===== src/rtl/opl2_host_write_ctrl.sv =====
// OPL2 host write port: synchronizes the async bus, decodes address/data writes, paces them with busy.
// Latency: 3 clk edges from strobe to action; no backpressure, writes during busy are dropped and flag overrun.

module opl2_sync2 #(
  parameter int DATA_WIDTH = 11
) (
  input  logic                  clk,
  input  logic [DATA_WIDTH-1:0] d,
  output logic [DATA_WIDTH-1:0] q
);
  logic [DATA_WIDTH-1:0] s1_q;
  logic [DATA_WIDTH-1:0] s2_q;

  // Intentionally unreset: the previous-strobe register masks power-up contents.
  always_ff @(posedge clk) begin
    s1_q <= d;
    s2_q <= s1_q;
  end

  assign q = s2_q;
endmodule

module opl2_host_write_ctrl #(
  parameter int ADDR_WAIT_CYCLES = 12,
  parameter int DATA_WAIT_CYCLES = 84
) (
  input  logic       clk,
  input  logic       ic_n,
  input  logic       cs_n,
  input  logic       wr_n,
  input  logic       a0,
  input  logic [7:0] din,
  input  logic       clr_overrun,
  output logic [7:0] reg_addr,
  output logic [7:0] reg_data,
  output logic       reg_wr,
  output logic       busy,
  output logic       overrun
);
  localparam int MAX_WAIT = (ADDR_WAIT_CYCLES > DATA_WAIT_CYCLES) ? ADDR_WAIT_CYCLES : DATA_WAIT_CYCLES;
  localparam int CW       = $clog2(MAX_WAIT + 1);
  localparam logic [CW-1:0] ADDR_LOAD = CW'(ADDR_WAIT_CYCLES - 1);
  localparam logic [CW-1:0] DATA_LOAD = CW'(DATA_WAIT_CYCLES - 1);

  localparam logic [1:0] IDLE      = 2'd0;
  localparam logic [1:0] ADDR_WAIT = 2'd1;
  localparam logic [1:0] DATA_WAIT = 2'd2;

  logic [10:0] sync_s;
  logic        cs_n_s;
  logic        wr_n_s;
  logic        a0_s;
  logic [7:0]  din_s;
  logic        strobe_s;
  logic        wr_evt;

  logic [1:0]    state_q,    state_d;
  logic [CW-1:0] cnt_q,      cnt_d;
  logic [7:0]    reg_addr_q, reg_addr_d;
  logic [7:0]    reg_data_q, reg_data_d;
  logic          reg_wr_q,   reg_wr_d;
  logic          overrun_q,  overrun_d;
  logic          strb_prev_q, strb_prev_d;

  opl2_sync2 #(.DATA_WIDTH(11)) u_sync (
    .clk (clk),
    .d   ({cs_n, wr_n, a0, din}),
    .q   (sync_s)
  );

  assign {cs_n_s, wr_n_s, a0_s, din_s} = sync_s;
  assign strobe_s = !cs_n_s && !wr_n_s;
  assign wr_evt   = strobe_s && !strb_prev_q;

  always_comb begin
    state_d     = state_q;
    cnt_d       = cnt_q;
    reg_addr_d  = reg_addr_q;
    reg_data_d  = reg_data_q;
    reg_wr_d    = 1'b0;
    strb_prev_d = strobe_s;
    overrun_d   = overrun_q && !clr_overrun;
    case (state_q)
      IDLE: begin
        if (wr_evt) begin
          if (a0_s) begin
            reg_data_d = din_s;
            reg_wr_d   = 1'b1;
            state_d    = DATA_WAIT;
            cnt_d      = DATA_LOAD;
          end else begin
            reg_addr_d = din_s;
            state_d    = ADDR_WAIT;
            cnt_d      = ADDR_LOAD;
          end
        end
      end
      ADDR_WAIT, DATA_WAIT: begin
        if (wr_evt) begin
          overrun_d = 1'b1;
        end
        if (cnt_q == '0) begin
          state_d = IDLE;
        end else begin
          cnt_d = cnt_q - 1'b1;
        end
      end
      default: begin
        state_d = IDLE;
        cnt_d   = '0;
      end
    endcase
  end

  always_ff @(posedge clk or negedge ic_n) begin
    if (!ic_n) begin
      state_q     <= IDLE;
      cnt_q       <= '0;
      reg_addr_q  <= 8'h00;
      reg_data_q  <= 8'h00;
      reg_wr_q    <= 1'b0;
      overrun_q   <= 1'b0;
      strb_prev_q <= 1'b1;
    end else begin
      state_q     <= state_d;
      cnt_q       <= cnt_d;
      reg_addr_q  <= reg_addr_d;
      reg_data_q  <= reg_data_d;
      reg_wr_q    <= reg_wr_d;
      overrun_q   <= overrun_d;
      strb_prev_q <= strb_prev_d;
    end
  end

  assign reg_addr = reg_addr_q;
  assign reg_data = reg_data_q;
  assign reg_wr   = reg_wr_q;
  assign busy     = (state_q != IDLE);
  assign overrun  = overrun_q;
endmodule


===== config.mk =====
export PLATFORM = sky130hd
export DESIGN_NAME = opl2_host_write_ctrl
export DESIGN_NICKNAME = d
export VERILOG_FILES = /design/src/rtl/opl2_host_write_ctrl.sv
export SDC_FILE = /design/constraint.sdc
export NUM_CORES = 1
export LEC_CHECK = 0
export BUFFER_PORTS_ARGS = -buffer_cell sky130_fd_sc_hd__buf_2
export CAP_MARGIN = 25
export CORE_ASPECT_RATIO = 1.4
export CORE_MARGIN = 5
export CORE_UTILIZATION = 33
export CTS_CLUSTER_DIAMETER = 80
export DETAILED_ROUTE_END_ITERATION = 16
export PLACE_DENSITY_LB_ADDON = 0.12
export SLEW_MARGIN = 20
export SYNTH_ARGS = -nofsm -noshare
export SYNTH_HDL_FRONTEND = slang
export SYNTH_HIERARCHICAL = 1
export SYNTH_SLANG_ARGS = --single-unit

===== constraint.sdc =====
create_clock -name clk -period 2.4 [get_ports clk]
set_clock_uncertainty 0.1 [all_clocks]
set_input_delay 0.48 -clock clk [delete_from_list [all_inputs] [get_ports clk]]
set_output_delay 0.48 -clock clk [all_outputs]
set_load 0.01 [all_outputs]

==> Word level (Yosys, flattened, before mapping) <==
Cells that the tools add are included.
{ "word_totals": {"register_bits": 50, "in_bits": 14, "out_inout_bits": 19, "elab_cells": 44} }
{ "classes": {"add_sub_neg": 1, "eq_ne": 5, "n_mux": 13, "bitwise": 1, "n_reduce_logical": 15} }
{ "op_table": {"columns": ["operator", "count"], "rows": [
  ["$mux 7", 3],
  ["$pmux 7 s2", 1],
  ["$logic_not 7->1", 1],
  ["$sub 7x1->7 const B", 1],
  ["$mux 2", 3],
  ["$ne 2x2->1 const B", 3],
  ["$reduce_and 3->1", 2],
  ["$mux 1", 5],
  ["$logic_not 1->1", 4],
  ["$pmux 2 s2", 1],
  ["$reduce_and 2->1", 2],
  ["$logic_and 1x1->1", 3],
  ["$eq 2x1->1 const B", 1],
  ["$eq 2x2->1 const B", 1],
  ["$logic_not 2->1", 1],
  ["$reduce_bool 2->1", 1],
  ["$reduce_or 2->1", 1],
  ["$not 1->1", 1]
]} }

==> Depth between registers and ports, before layout <==
{ "logic_depth": {"depth_word": 5, "depth_mapped": 7, "depth_no_buf": 6} }

==> Modules after synthesis <==
The synthesis kept the hierarchy.
{ "by_module_without_submodules": {"columns": ["module", "n_inst", "cells_each", "area_per_inst_um2", "seq_area_each_um2"], "rows": [
  ["opl2_host_write_ctrl", 1, 107, 1287.5, 701.9],
  ["opl2_sync2", 1, 22, 440.4, 440.4]
]} }

==> Worst setup path after synthesis <==
No wires, ideal clock.
{ "synth_timing": {"path_type": "register to register", "from": "register state_q[0]", "to": "register reg_addr_q[0], in the netlist reg_addr[0]", "setup_time_ns": 0.125, "t_arrival_ns": 1.562, "required_ns": 2.175, "setup_slack_ns": 0.613, "stages_incl_launch_ff": 7, "path_buffers": 1, "period_less_slack_ns": 1.787, "cell_sequence": "dfrtp_1 inv_1 ha_1 inv_1 or3_1 buf_6 mux2_4"} }
{ "synth_between": {"elab_chain_len": 2} }
{ "synth_lines": {"columns": ["item", "line_no", "source"], "rows": [
  ["from (decl)", "57", "logic [1:0] state_q, state_d;"],
  ["from (signal assigned)", "125", "state_q <= state_d;"],
  ["$logic_not 2->1", "83", "case (state_q)"],
  ["$reduce_and 3->1 (no source line)", null, null],
  ["to (signal assigned)", "127", "reg_addr_q <= reg_addr_d;"],
  ["to (decl)", "59", "logic [7:0] reg_addr_q, reg_addr_d;"]
]} }
Every way passes these cells.
A chain may end at the register's enable or synchronous reset.

==> Worst setup path after layout <==
{ "layout_timing": {"from": "register state_q[0]", "to": "register reg_addr_q[3], in the netlist reg_addr[3]"} }
Same word-level chain as after synthesis.

==> results.cfg <==
[status]
status = finished clean

[pwr]
p_sw_share_pct = 34.4
clkPwrFrac_pct = 18.5
power_frac_comb_pct = 36.0
internal-power_mw = 1.76
seqPwrFrac_pct = 45.5
net-switching-power_uw = 920
power_density_nw_per_um2 = 1300
vdd_drop_max_mv = 0.525
p_leak_nw = 0.984

[sta]
min_period_over_period_pct = 83.0
slew_viol_final = 0
hold_slack_ps = 90.6
worstMarginPinSlew_ps = 632
setup_violations = 0
hold_viol = 0
clock.fmax_ghz = 0.502
slew_headroom_pct = 57.8
min_period_ps = 1990
rsz0062_at_grt = no
tns_ps = 0

[routing]
num_vias = 1054
ant_nets = 0
wl_um = 3080
firstDrtPassIters = 4
viasPerCell = 4.50
route.detailed.drc = 0
drt_first_iter_violations = 35
avgRoutedWirePerCell_um = 13.2

[finish]
fin_cells = 234
drive_gt1_share_pct = 36.3
layout.nets = 185
final_area_um2 = 2050
antenna_cells = 0
area_growth_pct = 18.9
fillers = 521

[global_route]
grtUsageTotal_pct = 10.0
grt_max_degree = 29
grt_pass1_wl_um = 5270
grt_pass1_vias = 1127
antenna_found_initial = 0
grt_overflow = 0

[logic_synthesis]
synth_common_cells = 27 x dfrtp_1, 22 x dfxtp_1, 10 x inv_1
synth_flop_cell = dfrtp_1
ys_seq_elements = 50
syn-num-nets = 147
synth-warning-count = 6
synthArstFlopShare_pct = 56.0
yosysMostFrequentCell = dfrtp_1
netlist.area_leader.share_pct = 39.1
avgSynthCellArea_um2 = 13.4
synth_edf_count = 0
yosysSeqAreaShare_pct = 66.1
syn_area_um2 = 1730
synth_area_leaders = dfrtp_1 39%, dfxtp_1 25%, mux2_4 7.0%
ys_types = 29
synthesis.instances = 129
yosysTopAreaCell = dfrtp_1

[clock_network]
clock-sinks = 50
clk_pin_slew_worst_paths_ps = 90
clockBufferDepth = 2
cts-root-buf = clkbuf_8
tritoncts = done
cts_resized = 0
holdBufCountCts = 0
htreeDepth = 2
cts_buffers = 5
post-cts-setup-buffers = 0
clk_latency_ps = 290

[setup_path]
critPathArrivalTime_ps = 2080
end_kind = register
crit_fanout = 9
required_ps = 2490
path_class = reg -> reg
critPathLaunchType = register

[die]
die_area_um2 = 6800
start_util_pct = 33.7
num_rows = 31
die_y_um = 95.6
io_pins = 33
die_x_um = 71.2
core_area_um2 = 5120

[placed_design]
io_buffers = 32
hpwl_um = 2290
routabilityCongestion = 0.740
dp.cells = 226
dpl_cell_area_um2 = 1960

[hold_path]
hp-class = in -> async

[run]
cap_violations = 0
-- logic make-up (layout without fill, tap and decap cells) --
| group | Yosys count | after routing | share of synthesized area [%] |
|---|---|---|---|
| AO/OA/AOI/OAI | 27 | 27 | 9.78 |
| adder cells (fa/ha/maj) | 4 | 4 | 2.90 |
| buffers and inverters | 11 | 50 | 2.82 |
| flip-flops | 50 | 50 | 66.1 |
| multiplexers | 16 | 16 | 12.2 |
| AND/OR/NAND/NOR | 21 | 21 | 6.23 |
-- power groups by stage --
stage | logic (mW) | registers (mW) | clock network [mW]
6_report | 0.963 | 1.22 | 0.495
5_1_grt | 1.08 | 1.25 | 0.546
4_1_cts | 0.980 | 1.22 | 0.523
3_5_place_dp | 0.979 | 1.24 | 0
3_3_place_gp | 0.960 | 1.24 | 0
2_1_floorplan | 0.600 | 1.28 | 0
-- state kept, by name, indices dropped and copies added (netlist names) --
signal and flops:
strb_prev_q 1, reg_wr 1, u_sync/s1_q 11, reg_data 8, cnt_q 7, state_q 2
overrun 1, u_sync/q 11, reg_addr 8
-- area by class of cell --
| class | count | area, µm² | share of cell area, % |
|---|---|---|---|
| clock buffers | 6 | 82.6 | 4.02 |
| clock inverters | 2 | 12.5 | 0.609 |
| inverters | 10 | 37.5 | 1.83 |
| multi-input cells | 68 | 537 | 26.1 |
| flip-flops and latches | 50 | 1140 | 55.6 |
| well taps | 66 | 82.6 | 4.02 |
| repair buffers | 32 | 160 | 7.80 |
-- layer usage --
metal  track usage, %  part of all wire (%)  vias up
met4             4.70                   1.5        0
met1             11.1                    41      509
met2             17.3                    53       21
li1                 -                     -      520
met3             3.27                   4.7        4
met5                0                     0        -
-- layout by cell type, fill, tap and decap left out, types with 2 or more instances in the layout --
master,Yosys,routed
ha_1,4,4
clkbuf_8,0,6
dfxtp_1,22,22
a31oi_1,2,2
o21ai_0,9,9
nor2_1,5,5
mux2_4,8,8
dfrtp_1,27,27
mux2_2,8,8
nor3_1,3,3
nand2_1,5,5
inv_1,10,10
o31ai_1,2,2
buf_2,0,32
a22o_1,3,3
a21oi_1,6,6
-- per-stage QoR --
stage / utilization [%] / setup WS, ps / total power, mW
floorplan: - / 613 / 1.88
CTS: 40.1 / 384 / 2.73
global route: 40.1 / 299 / 2.88
finish: 40.1 / 408 / 2.68
detailed placement: 38.3 / 383 / 2.22
global placement: 38.3 / 443 / 2.19
-- worst paths after layout --
path | start | slack (ps) | cells past startpoint | endpoint
max | state_q[0] | 410 | 5 | reg_addr[3]
min | ic_n | 90 | 1 | overrun
max reg2reg | state_q[0] | 410 | 5 | reg_addr[3]
min reg2reg | u_sync/s1_q[9] | 230 | 0 | u_sync/q[9]
max in group asynchronous | ic_n | 1690 | 1 | reg_data[3]
min in group clk | din[0] | 180 | 1 | u_sync/s1_q[0]
-- worst max-delay path: stages, from the launching register on --
cell,delay (ps)
dfrtp_1,400
inv_1,70
ha_1,220
inv_1,100
or3_1,620
mux2_4,380
(Power assumes the default switching activity.)
